$ cat src/rtl/snake_direction_queue.sv
// rtl/snake_direction_queue.sv - button edge detect, snake turn rules and 2-entry turn FIFO
//
// Purpose: turns debounced button levels into snake turns. New presses are
// validated against the most recent intended direction (queued tail or
// committed direction), rejecting duplicates and 180-degree reversals.
// Accepted turns wait in a 2-entry FIFO until the game-step tick commits them.
//
// Ports:
//   i_Clk        system clock
//   i_Rst_n      asynchronous active-low reset
//   i_Buttons    debounced levels: bit0 up, bit1 down, bit2 left, bit3 right
//   i_Tick       game-step pulse, pops one pending turn
//   o_Direction  committed direction (00 up, 01 down, 10 left, 11 right)
//   o_Turn       registered pulse, o_Direction was just loaded from the FIFO
//   o_Pending    FIFO occupancy 0..2
//   o_Dropped    registered pulse, a valid press was lost to a full FIFO
module snake_direction_queue #(
    parameter logic [1:0] c_INIT_DIR    = 2'b11,
    parameter int         c_QUEUE_DEPTH = 2
) (
    input  logic       i_Clk,
    input  logic       i_Rst_n,
    input  logic [3:0] i_Buttons,
    input  logic       i_Tick,
    output logic [1:0] o_Direction,
    output logic       o_Turn,
    output logic [1:0] o_Pending,
    output logic       o_Dropped
);

    localparam logic [1:0] c_FULL = 2'(c_QUEUE_DEPTH);

    logic [3:0] prev_q, prev_d;
    logic [1:0] dir_q, dir_d;
    logic [1:0] slot0_q, slot0_d;   // head of the FIFO
    logic [1:0] slot1_q, slot1_d;   // second entry, valid when count is 2
    logic [1:0] count_q, count_d;
    logic       turn_q, turn_d;
    logic       dropped_q, dropped_d;

    logic [3:0] press;
    logic       has_cand;
    logic [1:0] cand;
    logic [1:0] tail_dir;
    logic [1:0] ref_dir;
    logic       valid;
    logic       pop;
    logic       push;
    logic [1:0] count_after_pop;

    always_comb begin
        press    = i_Buttons & ~prev_q;
        has_cand = |press;

        // Fixed priority; losing simultaneous presses are simply discarded.
        if (press[0])      cand = 2'b00;
        else if (press[1]) cand = 2'b01;
        else if (press[2]) cand = 2'b10;
        else               cand = 2'b11;

        // Validate against where the snake will be heading once the queue
        // drains, using state from before any pop this cycle.
        tail_dir = (count_q == 2'd2) ? slot1_q : slot0_q;
        ref_dir  = (count_q != 2'd0) ? tail_dir : dir_q;
        valid    = has_cand && (cand != ref_dir) && (cand != (ref_dir ^ 2'b01));

        // Pop frees capacity before the push, so a full FIFO can still accept
        // a press on a tick cycle. An empty FIFO never bypasses to dir_q.
        pop             = i_Tick && (count_q != 2'd0);
        count_after_pop = pop ? (count_q - 2'd1) : count_q;
        push            = valid && (count_after_pop != c_FULL);

        slot0_d = slot0_q;
        slot1_d = slot1_q;
        if (pop) begin
            slot0_d = slot1_q;
        end
        if (push) begin
            if (count_after_pop == 2'd0) slot0_d = cand;
            else                         slot1_d = cand;
        end

        count_d   = count_after_pop + {1'b0, push};
        dir_d     = pop ? slot0_q : dir_q;
        turn_d    = pop;
        dropped_d = valid && !push;
        prev_d    = i_Buttons;
    end

    // prev resets to all ones so a button held through reset is not a press.
    always_ff @(posedge i_Clk or negedge i_Rst_n) begin
        if (!i_Rst_n) begin
            prev_q    <= 4'b1111;
            dir_q     <= c_INIT_DIR;
            slot0_q   <= 2'b00;
            slot1_q   <= 2'b00;
            count_q   <= 2'd0;
            turn_q    <= 1'b0;
            dropped_q <= 1'b0;
        end else begin
            prev_q    <= prev_d;
            dir_q     <= dir_d;
            slot0_q   <= slot0_d;
            slot1_q   <= slot1_d;
            count_q   <= count_d;
            turn_q    <= turn_d;
            dropped_q <= dropped_d;
        end
    end

    assign o_Direction = dir_q;
    assign o_Turn      = turn_q;
    assign o_Pending   = count_q;
    assign o_Dropped   = dropped_q;

endmodule

$ cat config.mk
export PLATFORM = sky130hd
export DESIGN_NAME = snake_direction_queue
export DESIGN_NICKNAME = d
export VERILOG_FILES = /design/src/rtl/snake_direction_queue.sv
export SDC_FILE = /design/constraint.sdc
export NUM_CORES = 1
export LEC_CHECK = 0
export CAP_MARGIN = 20
export CORE_MARGIN = 2
export CORE_UTILIZATION = 50
export DETAILED_ROUTE_END_ITERATION = 12
export PLACE_DENSITY = 0.73
export SLEW_MARGIN = 25
export SYNTH_ARGS = -nofsm -noshare
export SYNTH_HDL_FRONTEND = slang
export SYNTH_SLANG_ARGS = --single-unit
export TNS_END_PERCENT = 10
$ cat constraint.sdc
create_clock -name i_Clk -period 2.64 [get_ports i_Clk]
set_input_delay 0.528 -clock i_Clk [delete_from_list [all_inputs] [get_ports i_Clk]]
set_output_delay 0.528 -clock i_Clk [all_outputs]
set_load 0.005 [all_outputs]
==> key figures <==
Run status
  – Outcome: completed

Timing
  – Final period utilization: 79.1%
  – Maximum clock rate: 0.479 GHz
  – Tmin final: 2.09 ns
  – RSZ-0062 raised after global routing: no
  – Slew of the pin with the lowest slew margin: 0.599 ns
  – Max Slew Vio Count: 0
  – Relative slew slack: roughly 60%
  – Final TNS setup: 0 ns
  – Final Hold Fails: 0
  – Setup Skew: approximately 0.0009 ns
  – Final setup violation count: 0

Layout
  – Area delta synth->final: 21.9%
  – Design area: slightly above 900 um2
  – Ant diodes: 0
  – Multi-input gate area: 377 um2
  – Fillcell total: 116
  – Layout cells sized above 1: 23.2%
  – Register area: roughly 360 um2
  – Nets@finish: 92

Synth
  – Synth async-reset ratio: 100%
  – Post-Synthesis Cells: 68
  – Synthesized flop and latch total: 14
  – Yosys Warn Count: 0
  – Netlist Area Pre-Place: roughly 770 um2
  – EDFF count, synth: 0
  – Primary FF master, synth: dfrtp_1
  – Netlist cell types: 31
  – Post-synthesis net count: 77
  – Synthesized area per cell: about 11 um2
  – Register area share after synthesis: 46.7%

Pwr
  – Comb power frac: a little over half
  – Psw: 0.412 mW
  – Pwr dens: 1170 nW/um2
  – Clock power share: 14.4%
  – P_leak: between 0.3 and 0.4 nW
  – Internal power: 0.679 mW
  – IR drop worst, VDD: 0.606 mV
  – Register share of total power: 33.5%
  – Sw Ratio: 37.8%

Worst setup path
  – CP max stage delay: 0.54 ns
  – Crit path kind: flop to flop
  – Critical path's slowest cell: dfrtp_1
  – Critical Path AT: 2.25 ns
  – CP Data Required Time: ~2.8 ns
  – Worst Setup End Kind: flop
  – Startpoint Class: flop
  – CP bufs+invs: 1
  – Worst path cell trace: inv_1, ha_1, mux2_4, a21o_1, a21oi_2, or2_1, nor2_2, mux2i_1
  – CP max FO: 8
  – Cell family with most CP delay: flip-flops

Floorplan
  – Die ar.: ~1900 um2
  – # IOs: 13
  – Die Ht: 43.1 um
  – CORE AREA: 1470 um2
  – Die X: 43.1 um
  – Initial core utilization: 52.0%
  – Core Rows: 14

Clock tree
  – Clk Latency, worst-skew pair: around 0.28 ns
  – CTS H-tree depth: 1
  – Worst-path clk slew: 0.08 ns
  – Cts-stage hold buffer count: 0
  – CTS Root Cell: clkbuf_4
  – Clock Path Buffers: 2
  – CTS tree: built
  – CTS resizes: 0
  – Num CTS Buffers: 3
  – Clock Sinks: 14
  – Setup Fix Bufs, Post-CTS: 0

Detailed routing
  – Vias: 520
  – Wire per inst: 13.1 um
  – 1st-iter DRT viols: 8
  – Routed WL: 1.28 mm
  – Drt pass-1 iters: 3
  – ANT nets after route: 0
  – Vias/cell: ~5.3
  – DRC viols: 0

Global route
  – GRT Util Overall: 17.2%
  – Vias in the first global route: 502
  – Gr ovfl total: 0
  – First-pass GRT wire length: 2.26 mm
  – Largest net degree at the start of global routing: 15
  – Initial antenna violation count: 0

Place
  – Port bufs: 12
  – Area post-placement: 897 um2
  – Gpl congestion: 0.798
  – Final HPWL DP: 964 um

Hold path
  – Min-Delay Path Class: flop to flop

Job
  – Max cap viols: 0
-- cells by family after synthesis --
group	count (synthesis)	synth area share (%)
adders and majority gates	2	3.27
DFF	14	46.7
muxes	9	12.7
and+or+nand+nor	19	15.7
AOI/OAI and AO/OA	14	14.1
buffers and inverters	7	4.08
xor gates and xnor gates	3	3.43
-- synth_stat cells, types with 2 or more instances --
cell type	count	area share [%]
nor2b_1	2	1.6
nor3_1	4	2.6
ha_1	2	3.3
o21ai_1	2	1.3
inv_1	4	2.0
nand2b_1	3	2.5
dfrtp_1	8	26
nand2b_4	2	3.6
mux2i_1	6	7.8
mux2_1	2	2.9
nor2_1	4	2.0
xnor2_1	3	3.4
o21ai_0	3	2.0
dfstp_2	6	21
-- routing by layer --
layer  wire length (um)  global-route usage, %  up-vias
li1                   -                      -      263
met1                603                   22.0      243
met2                604                   25.1        9
met3                 42                   6.38        5
met4                 32                   9.09        0
met5                  0                      0        -
-- state kept, by name, indices dropped and copies added, names as in the netlist --
register / count
o_Pending: 2
slot0_q: 2
slot1_q: 2
o_Turn: 1
o_Direction: 2
o_Dropped: 1
prev_q: 4
-- placed cells by master, fill, tap and decap left out, drive strengths merged --
cell type	n
clkdlybuf4s50	12
dfrtp	8
mux2i	6
dfstp	6
nor2	5
nand2b	5
o21ai	5
inv	4
nor3	4
clkbuf	4
xnor2	3
mux2	3
nor2b	2
ha	2
a31oi	2
a22oi	1
nand2	1
a21o	1
nand3	1
a21oi	1
or2	1
a21bo	1
o21a	1
o22ai	1
o31ai	1
buf	1
-- power groups by stage --
stage          sequential, mW  clock [mW]  combinational, mW
2_1_floorplan           0.349           0              0.432
3_3_place_gp            0.368           0              0.559
3_5_place_dp            0.371           0              0.565
4_1_cts                 0.367       0.166              0.572
5_1_grt                 0.373       0.175              0.626
6_report                0.365       0.157              0.569
-- per-stage QoR --
step	utilization (%)	setup WS, ns	std cells	total power [mW]	hold slack (ns)
6_report	63.4	0.553	98	1.09	0.498
3_3_place_gp	61.0	0.564	94	0.926	0.477
5_1_grt	63.4	0.408	98	1.17	0.534
4_1_cts	63.4	0.550	98	1.11	0.508
3_5_place_dp	61.0	0.517	94	0.936	0.480
2_1_floorplan	-	0.571	68	0.780	0.232
-- path summary, 6_finish.rpt --
kind / cells after the start / slack [ns] / from / endpoint
setup / recovery: 8 / 0.55 / o_Pending[0] / slot0_q[0]
max in group asynchronous: 1 / 1.64 / i_Rst_n / slot0_q[1]
hold reg to reg: 1 / 0.50 / slot0_q[0] / o_Direction[0]
hold / removal: 1 / 0.50 / slot0_q[0] / o_Direction[0]
min in group asynchronous: 1 / 0.61 / i_Rst_n / slot0_q[0]
setup reg to reg: 8 / 0.55 / o_Pending[0] / slot0_q[0]
-- cell type report --
class / count / area share, %
Multi-Input combinational cell: 47 / 40.3
Sequential cell: 14 / 38.3
Timing Repair Buffer: 13 / 13.7
Clock buffer: 4 / 3.89
Tap cell: 16 / 2.14
Inverter: 4 / 1.61
Power figures use the tool's default switching activity.
